[src/rtl/wb_burst_master.sv]
// wb_burst_master: Wishbone B3 initiator that turns a command + write-data stream into single
// or incrementing-burst cycles. Define WBM_TIMEOUT_EN to enable the ack timeout.
module wb_burst_master #(
  parameter int AW        = 26,
  parameter int DW        = 32,
  parameter int SW        = DW / 8,
  parameter int LENW      = 8,
  parameter int TO_CYCLES = 1024
) (
  input  logic            wb_clk_i,
  input  logic            wb_resetn,
  input  logic            cmd_valid,
  output logic            cmd_ready,
  input  logic [AW-1:0]   cmd_addr,
  input  logic            cmd_we,
  input  logic [LENW-1:0] cmd_len,
  input  logic            wr_valid,
  output logic            wr_ready,
  input  logic [DW-1:0]   wr_data,
  input  logic [SW-1:0]   wr_sel,
  output logic            rd_valid,
  output logic [DW-1:0]   rd_data,
  output logic            busy,
  output logic            done,
  output logic            err,
  output logic            wb_cyc_o,
  output logic            wb_stb_o,
  output logic            wb_we_o,
  output logic [AW-1:0]   wb_addr_o,
  output logic [DW-1:0]   wb_dat_o,
  output logic [SW-1:0]   wb_sel_o,
  output logic [2:0]      wb_cti_o,
  input  logic            wb_ack_i,
  input  logic [DW-1:0]   wb_dat_i
);

  localparam logic [1:0] S_IDLE  = 2'd0;
  localparam logic [1:0] S_FETCH = 2'd1;
  localparam logic [1:0] S_BUS   = 2'd2;
  localparam logic [1:0] S_DONE  = 2'd3;

  localparam logic [2:0] CTI_CLASSIC = 3'b000;
  localparam logic [2:0] CTI_INCR    = 3'b010;
  localparam logic [2:0] CTI_END     = 3'b111;

  localparam logic [AW-1:0] ADDR_STEP = AW'(SW);

  logic [1:0]      state_q, state_d;
  logic [AW-1:0]   addr_q, addr_d;
  logic            we_q, we_d;
  logic [LENW-1:0] len_q, len_d;
  logic [LENW-1:0] beat_q, beat_d;
  logic            cyc_q, cyc_d;
  logic            stb_q, stb_d;
  logic [DW-1:0]   dat_q, dat_d;
  logic [SW-1:0]   sel_q, sel_d;
  logic [2:0]      cti_q, cti_d;
  logic            rd_valid_q, rd_valid_d;
  logic [DW-1:0]   rd_data_q, rd_data_d;
  logic            done_q, done_d;
  logic            err_q, err_d;

  logic            cmd_take;
  logic            ack_seen;
  logic            last_beat;
  logic [LENW-1:0] beat_inc;
  logic            to_expired;

  // Burst type of beat idx in a burst of len+1 beats.
  function automatic logic [2:0] beat_cti(input logic [LENW-1:0] idx, input logic [LENW-1:0] len);
    logic [2:0] c;
    if (len == '0) begin
      c = CTI_CLASSIC;
    end else if (idx == len) begin
      c = CTI_END;
    end else begin
      c = CTI_INCR;
    end
    return c;
  endfunction

  assign cmd_take  = cmd_valid && (state_q == S_IDLE);
  assign ack_seen  = wb_ack_i && stb_q;
  assign last_beat = (beat_q == len_q);
  assign beat_inc  = beat_q + 1'b1;

`ifdef WBM_TIMEOUT_EN
  localparam int TOW = $clog2(TO_CYCLES + 1);

  logic [TOW-1:0] to_cnt_q, to_cnt_d;

  assign to_expired = (to_cnt_q == TOW'(TO_CYCLES));

  // Counts strobed cycles without an ack; restarts for every beat.
  always_comb begin
    to_cnt_d = to_cnt_q;
    if (cmd_take || ack_seen || !stb_q) begin
      to_cnt_d = '0;
    end else if (!to_expired) begin
      to_cnt_d = to_cnt_q + 1'b1;
    end
  end

  always_ff @(posedge wb_clk_i or negedge wb_resetn) begin
    if (!wb_resetn) begin
      to_cnt_q <= '0;
    end else begin
      to_cnt_q <= to_cnt_d;
    end
  end
`else
  assign to_expired = 1'b0;
`endif

  always_comb begin
    state_d    = state_q;
    addr_d     = addr_q;
    we_d       = we_q;
    len_d      = len_q;
    beat_d     = beat_q;
    cyc_d      = cyc_q;
    stb_d      = stb_q;
    dat_d      = dat_q;
    sel_d      = sel_q;
    cti_d      = cti_q;
    rd_valid_d = 1'b0;
    rd_data_d  = rd_data_q;
    done_d     = 1'b0;
    err_d      = err_q;

    case (state_q)
      S_IDLE: begin
        if (cmd_take) begin
          addr_d = cmd_addr;
          we_d   = cmd_we;
          len_d  = cmd_len;
          beat_d = '0;
          cyc_d  = 1'b1;
          cti_d  = beat_cti('0, cmd_len);
          err_d  = 1'b0;
          if (cmd_we) begin
            state_d = S_FETCH;
          end else begin
            stb_d   = 1'b1;
            sel_d   = '1;
            state_d = S_BUS;
          end
        end
      end

      S_FETCH: begin
        if (wr_valid) begin
          dat_d   = wr_data;
          sel_d   = wr_sel;
          stb_d   = 1'b1;
          cti_d   = beat_cti(beat_q, len_q);
          state_d = S_BUS;
        end
      end

      S_BUS: begin
        if (ack_seen) begin
          beat_d = beat_inc;
          addr_d = addr_q + ADDR_STEP;
          if (!we_q) begin
            rd_valid_d = 1'b1;
            rd_data_d  = wb_dat_i;
          end
          if (last_beat) begin
            cyc_d   = 1'b0;
            stb_d   = 1'b0;
            done_d  = 1'b1;
            state_d = S_DONE;
          end else if (we_q) begin
            // cti keeps 010 while the next write beat is fetched
            stb_d   = 1'b0;
            state_d = S_FETCH;
          end else begin
            cti_d = beat_cti(beat_inc, len_q);
          end
        end else if (to_expired) begin
          cyc_d   = 1'b0;
          stb_d   = 1'b0;
          err_d   = 1'b1;
          done_d  = 1'b1;
          state_d = S_DONE;
        end
      end

      S_DONE: begin
        state_d = S_IDLE;
      end

      default: begin
        state_d = S_IDLE;
      end
    endcase
  end

  always_ff @(posedge wb_clk_i or negedge wb_resetn) begin
    if (!wb_resetn) begin
      state_q    <= S_IDLE;
      addr_q     <= '0;
      we_q       <= 1'b0;
      len_q      <= '0;
      beat_q     <= '0;
      cyc_q      <= 1'b0;
      stb_q      <= 1'b0;
      dat_q      <= '0;
      sel_q      <= '0;
      cti_q      <= '0;
      rd_valid_q <= 1'b0;
      rd_data_q  <= '0;
      done_q     <= 1'b0;
      err_q      <= 1'b0;
    end else begin
      state_q    <= state_d;
      addr_q     <= addr_d;
      we_q       <= we_d;
      len_q      <= len_d;
      beat_q     <= beat_d;
      cyc_q      <= cyc_d;
      stb_q      <= stb_d;
      dat_q      <= dat_d;
      sel_q      <= sel_d;
      cti_q      <= cti_d;
      rd_valid_q <= rd_valid_d;
      rd_data_q  <= rd_data_d;
      done_q     <= done_d;
      err_q      <= err_d;
    end
  end

  assign cmd_ready = (state_q == S_IDLE);
  assign wr_ready  = (state_q == S_FETCH);
  assign busy      = (state_q != S_IDLE);
  assign done      = done_q;
  assign err       = err_q;
  assign rd_valid  = rd_valid_q;
  assign rd_data   = rd_data_q;
  assign wb_cyc_o  = cyc_q;
  assign wb_stb_o  = stb_q;
  assign wb_we_o   = we_q;
  assign wb_addr_o = addr_q;
  assign wb_dat_o  = dat_q;
  assign wb_sel_o  = sel_q;
  assign wb_cti_o  = cti_q;

endmodule

[config.mk]
export PLATFORM = sky130hd
export DESIGN_NAME = wb_burst_master
export DESIGN_NICKNAME = d
export VERILOG_FILES = /design/src/rtl/wb_burst_master.sv
export SDC_FILE = /design/constraint.sdc
export NUM_CORES = 1
export LEC_CHECK = 0
export CORE_UTILIZATION = 40
export DETAILED_ROUTE_END_ITERATION = 16
export PLACE_DENSITY = 0.87
export SETUP_SLACK_MARGIN = 0.05
export SYNTH_ARGS = -nofsm -noshare
export SYNTH_HDL_FRONTEND = slang
export SYNTH_SLANG_ARGS = --single-unit
[constraint.sdc]
create_clock -name wb_clk_i -period 1.9 [get_ports wb_clk_i]
set_clock_uncertainty 0.1 [all_clocks]
set_input_delay 0.38 -clock wb_clk_i [delete_from_list [all_inputs] [get_ports wb_clk_i]]
set_output_delay 0.38 -clock wb_clk_i [all_outputs]
set_load 0.005 [all_outputs]
==> flow_summary.json, run 1 <==
{
  "violations": "negative setup slack",
  "cp_slowest_cell": "dfrtp_1",
  "fin_crit_ns": 2.05,
  "routed_wl_mm": 19.5,
  "pwr_density_cell_nw_per_um2": 1790,
  "clk_path_buf_depth": 2,
  "path_max_fanout": 10,
  "finalMaxSlewViolations": 0,
  "finalSetupViolations": 25,
  "avgViaCountPerCell": 5.60,
  "holdPathStages": 2,
  "yosys_warnings": 0,
  "layout_setup_ws_ns": -0.151,
  "dp_cells": 888,
  "total_power_mw": 17.1,
  "yosysTopAreaCellShare_pct": 53.8,
  "grt_pass1_wl_mm": 28.6,
  "drcViolationCount": 0,
  "worst_setup_path_start_kind": "register",
  "cap_violations": 0,
  "layout.nets": 888,
  "crit_type": "reg -> reg",
  "synth_nets": 590,
  "critPathArrivalTime_ns": 2.23,
  "grt_setup_unrepaired": "true",
  "syn_area_per_cell_sq_um": 11.6,
  "clk_latency_ns": 0.41,
  "cp_cell_sequence": "inv_2 -> ha_4 -> nor2_1 -> a211oi_4 -> buf_6 -> buf_12 -> nand2_1 -> mux2i_1 -> a21oi_1",
  "die-area_sq_um": 14300,
  "cts_tree": "yes",
  "hold_end": "wb_cyc_o",
  "cts-root-buf": "clkbuf_16",
  "numCtsBuffers": 17,
  "synth_edf_count": 0,
  "core_area_sq_um": 13300,
  "pin_count": 214,
  "dp_hpwl_mm": 11.5,
  "dr.pass1.iters": 5,
  "path_clk_slew_ns": 0.05,
  "gr-total-overflow": 0,
  "hold_class": "reg -> reg",
  "antenna_found_initial": 0,
  "ys.flop_type": "dfrtp_1",
  "netlist_top_cells_count": "dfrtp_1 (119), mux2_2 (76), nand2_1 (34)",
  "yosys.area.top_type": "dfrtp_1",
  "synth-seq-cells": 119,
  "layout-drive-gt1-share_pct": 34.6,
  "port_buffers": 212,
  "die_h_microns": 120,
  "critPathRequiredTime_ns": 2.08,
  "first_iter_violations": 397,
  "antenna_cells": 0,
  "status": "finished with violations",
  "vias": 5379,
  "grt_max_degree": 87,
  "hp-start": "wb_cyc_o",
  "rr_startpoint": "state_q[0]",
  "gp_congestion": 0.843,
  "crit_path_end_kind": "register",
  "start_util_pct": 41.5,
  "htree_levels": 4,
  "rr_worst_depth": 9,
  "synthArstFlopShare_pct": 100,
  "cts_sinks": 119,
  "timing.rr.end": "wb_addr_o[25]",
  "leakagePower_nw": 4.10,
  "slowest_delay_ns": 0.41,
  "grt_pass1_vias": 5626,
  "routedWlPerCell_microns": 20.3,
  "instances_no_fill": 961,
  "syn2layout_area_growth_pct": 72.8,
  "yosysUniqueCellTypes": 49,
  "ys_seq_area_share_pct": 53.8,
  "syn_area_sq_um": 5530,
  "yosysMostFrequentCell": "dfrtp_1",
  "clock.fmax_mhz": 488,
  "hold_violations": 0,
  "dieWidth_microns": 120,
  "r2r_setup_slack_ns": -0.15,
  "rows": 42,
  "synth.area.top_cells": "dfrtp_1 (54%), mux2_2 (15%), o21ai_0 (2.9%), a21oi_1 (2.7%), mux2i_1 (2.7%)",
  "grt_use_total_pct": 25.7,
  "min_period_over_period_pct": 108,
  "max-vdd-ir-drop_uv": 817,
  "synthCells": 476,
  "antenna_left": 0
}
==> cell type report <==
class / instances / area, sq um
Multi-Input combinational cell: 326 / 2710
Tap cell: 176 / 220
Inverter: 10 / 43.8
Clock inverter: 10 / 105
Fill cell: 872 / 3790
Clock buffer: 20 / 457
Sequential cell: 119 / 2990
Timing Repair Buffer: 300 / 3040
==> critical path, delay by kind of cell, from the launching register on <==
| family | cells | cell delay (ns) |
|---|---|---|
| buffers and inverters | 3 | 0.47 |
| AOI/OAI and AO/OA | 2 | 0.42 |
| DFF | 1 | 0.41 |
| adders and majority gates | 1 | 0.20 |
| muxes | 1 | 0.17 |
| and+or+nand+nor | 2 | 0.15 |
==> cell usage in the layout, fill, tap and decap left out, drive strengths merged, types with 6 or more instances in the layout <==
cell and n:
nand4 6, dlymetal6s2s 6, clkdlybuf4s50 187, o22ai 20
nand3 22, and3 8, dlygate4sd2 15, clkbuf 22
ha 6, buf 88, clkinv 6, dfrtp 119
nor2 20, xor2 10, o21ai 33, mux2i 15
nand2 34, inv 9, mux2 76, a21oi 30
==> per-stage QoR <==
step	util, %	TNS, ns	hold slack [ns]	area [sq um]	worst slack [ns]
detailed placement	61.2	-9.80	0.360	8170	-0.276
global placement	61.2	-6.72	0.350	8170	-0.267
floorplan	-	0	-0.0156	5560	0.00354
CTS	69.1	-0.0399	0.403	9230	-0.0183
finish	71.6	-1.87	0.391	9560	-0.151
global route	71.6	-5.27	0.418	9560	-0.228
==> timing repair <==
action,in CTS,in global routing
endpoints found under the setup margin,94,88
gates cloned,6,2
pin swaps,22,27
gates resized for setup,87,56
hold buffers,1,0
hold endpoints to repair,119,0
setup buffers,19,18
==> logic make-up (layout without fill, tap and decap cells) <==
| kind of cell | Yosys count | in the layout | share of synthesized area [%] |
|---|---|---|---|
| buffers and inverters | 31 | 340 | 3.26 |
| other | 1 | 1 | 0.0678 |
| AO/OA/AOI/OAI | 106 | 106 | 11.4 |
| XOR/XNOR | 13 | 13 | 2.06 |
| AND/OR/NAND/NOR | 109 | 109 | 9.84 |
| multiplexers | 91 | 91 | 18.2 |
| adder cells (fa/ha/maj) | 6 | 6 | 1.36 |
| flip-flops | 119 | 119 | 53.8 |
==> flip-flops by register name, summed over array words and instances (netlist names), 2 cells and up <==
| register | count |
|---|---|
| rd_data | 32 |
| wb_dat_o | 32 |
| wb_addr_o | 26 |
| beat_q | 8 |
| len_q | 8 |
| wb_sel_o | 4 |
| state_q | 2 |
| wb_cti_o | 2 |
==> worst max-delay path by stage <==
stage                     from             to  slack (ns)  cells past startpoint
floorplan           state_q[0]    wb_cti_o[0]       0.004                      9
global placement     cmd_valid    wb_cti_o[0]       -0.27                      7
detailed placement   cmd_valid    wb_cti_o[0]       -0.28                      7
CTS                 state_q[1]  wb_addr_o[25]       -0.02                      9
global route        state_q[0]  wb_addr_o[13]       -0.23                      9
finish              state_q[0]  wb_addr_o[25]       -0.15                      9
==> per-layer routing <==
metal | track usage, % | up-vias | part of all wire, %
li1 | - | 2334 | -
met1 | 28.7 | 2629 | 37
met2 | 45.3 | 337 | 50
met3 | 7.46 | 79 | 8.2
met4 | 11.3 | 0 | 4.1
met5 | 0 | - | 0
==> power by group <==
| group | internal, mW | total, mW | switching [mW] |
|---|---|---|---|
| logic | 5.43 | 9.43 | 4.00 |
| clock network | 1.96 | 3.06 | 1.09 |
| registers | 3.76 | 4.65 | 0.883 |
(Power assumes the default switching activity.)
==> inputs of run 2 (changes only) <==
PLACE_DENSITY = 0.78   (was 0.87)
==> flow_summary.json, run 2 (same netlist as run 1, synthesis figures left out) <==
{
  "rows": 42,
  "cts_sinks": 119,
  "clk_latency_ns": 0.40,
  "leakagePower_nw": 4.17,
  "grtUsageMet1_pct": 27.9,
  "die_h_microns": 120,
  "path_clk_slew_ns": 0.05,
  "busiest_layer": "met2",
  "clock.fmax_mhz": 502,
  "layout_setup_ws_ns": -0.0921,
  "critPathRequiredTime_ns": 2.08,
  "vias": 5138,
  "critPathArrivalTime_ns": 2.17,
  "cts_tree": "yes",
  "syn2layout_area_growth_pct": 72.1,
  "gp_congestion": 0.867,
  "internal_power_mw": 10.9,
  "hold_class": "in -> async",
  "dp_hpwl_mm": 11.5,
  "antenna_found_initial": 0,
  "dr.pass1.iters": 4,
  "final_area_sq_um": 9520,
  "worst_setup_path_start_kind": "register",
  "grt_use_total_pct": 23.8,
  "total_power_mw": 16.4,
  "fin_crit_ns": 1.99,
  "power_frac_seq_pct": 28.2,
  "start_util_pct": 41.5,
  "p_sw_share_pct": 33.5,
  "placed_area_sq_um": 8210,
  "met2_usage_pct": 40.5,
  "grt_pass1_wl_mm": 26.5,
  "cts-root-buf": "clkbuf_16",
  "setup_tns_ns": -0.828,
  "crit_path_end_kind": "register",
  "min_period_over_period_pct": 105,
  "grt.met3_usage_pct": 6.65,
  "gr-total-overflow": 0,
  "grt_max_degree": 46,
  "fillers": 962,
  "port_buffers": 212,
  "finalSetupViolations": 37,
  "pin_count": 214,
  "hold_violations": 0,
  "crit_type": "reg -> reg",
  "final_common_cell": "clkdlybuf4s50_1",
  "p_switching_mw": 5.47,
  "die-area_sq_um": 14300,
  "antenna_left": 0,
  "avgViaCountPerCell": 5.32,
  "violations": "negative setup slack",
  "dieWidth_microns": 120,
  "regArea_sq_um": 2980,
  "layout.nets": 894,
  "routed_wl_mm": 17.7,
  "mostFrequentLayoutCells": "clkdlybuf4s50_1 (190), dfrtp_1 (115), buf_4 (66), mux2_2 (44), mux2_4 (32)",
  "layout-drive-gt1-share_pct": 31.7,
  "status": "finished with violations",
  "core_area_sq_um": 13300,
  "multi_input_area_sq_um": 2720,
  "htree_levels": 4,
  "finalMaxSlewViolations": 0,
  "clockPowerShare_pct": 17.2,
  "antenna_cells": 0,
  "clk_path_buf_depth": 2,
  "cap_violations": 0,
  "pwr_density_cell_nw_per_um2": 1720,
  "max-vdd-ir-drop_uv": 839,
  "grt_pass1_vias": 5285,
  "first_iter_violations": 240,
  "numCtsBuffers": 17,
  "routedWlPerCell_microns": 18.4,
  "p_comb_share_pct": 54.5,
  "grt_setup_unrepaired": "true",
  "drcViolationCount": 0,
  "path_max_fanout": 6
}
==> run 2: cell count changes in the layout (fill, tap and decap cells not counted), sizes merged <==
cell           before  now
dlymetal6s2s        6    3
clkbuf             22   26
clkinv              6    3
inv                 9   10
clkinvlp            3    1
bufinv              2    1
clkdlybuf4s50     187  190
bufbuf              1    0
buf                88   94
==> run 2: worst max-delay path, cell delays in order (launching register included) <==
cell      delay [ns]
dfrtp_1         0.40
inv_2           0.13
ha_4            0.17
buf_6           0.13
nor2_4          0.05
a211oi_4        0.27
buf_6           0.17
buf_12          0.14
nand2_4         0.04
mux2i_2         0.16
a21oi_1         0.10
==> run 2: final cells by class <==
type                       count  area share, %
multi-input combinational    326           28.6
tap                          176           2.31
inverter                      10          0.447
clock buffer                  23           4.81
timing repair buffer         306           32.0
sequential                   119           31.3
clock inverter                 5          0.552
==> run 2: layer usage <==
layer  vias to the layer above  share of wire, %
met1                      2526                39
li1                       2352                 -
met5                         -                 0
met4                         0               3.0
met2                       216                51
met3                        44               6.6
==> run 2: path summary, 6_finish.rpt <==
kind                             from            end  slack (ns)  depth (start not counted)
min in group wb_clk_i        wb_cyc_o       wb_cyc_o        0.39                          2
hold reg to reg              wb_cyc_o       wb_cyc_o        0.39                          2
setup reg to reg           state_q[0]  wb_addr_o[24]       -0.09                         10
max in group asynchronous   wb_resetn        wb_we_o        0.72                          3
setup / recovery           state_q[0]  wb_addr_o[24]       -0.09                         10
hold / removal              wb_resetn      beat_q[3]        0.37                          2
==> run 2: stage by stage <==
step / hold slack [ns] / util (%) / instances / setup WS [ns]
floorplan: -0.0156 / - / 476 / 0.00354
global placement: 0.259 / 61.5 / 894 / -0.216
detailed placement: 0.263 / 61.5 / 894 / -0.255
CTS: 0.368 / 67.4 / 942 / -0.0421
global route: 0.401 / 71.4 / 965 / -0.173
finish: 0.370 / 71.4 / 965 / -0.0921
==> run 2: repair_timing <==
| item | in CTS | in global routing |
|---|---|---|
| setup buffers | 16 | 18 |
| setup endpoints to repair | 86 | 81 |
| gates resized for setup | 53 | 96 |
| endpoints found under the hold margin | 31 | 0 |
| gates cloned | 3 | 5 |
| hold buffers | 1 | 0 |
| pin swaps | 10 | 22 |
==> run 2: power by group through the flow <==
stage | registers, mW | clock network, mW | logic (mW)
2_1_floorplan | 4.66 | 0 | 3.15
3_3_place_gp | 4.51 | 0 | 6.88
3_5_place_dp | 4.61 | 0 | 7.09
4_1_cts | 4.57 | 2.89 | 7.90
5_1_grt | 4.77 | 2.99 | 9.53
6_report | 4.62 | 2.82 | 8.92
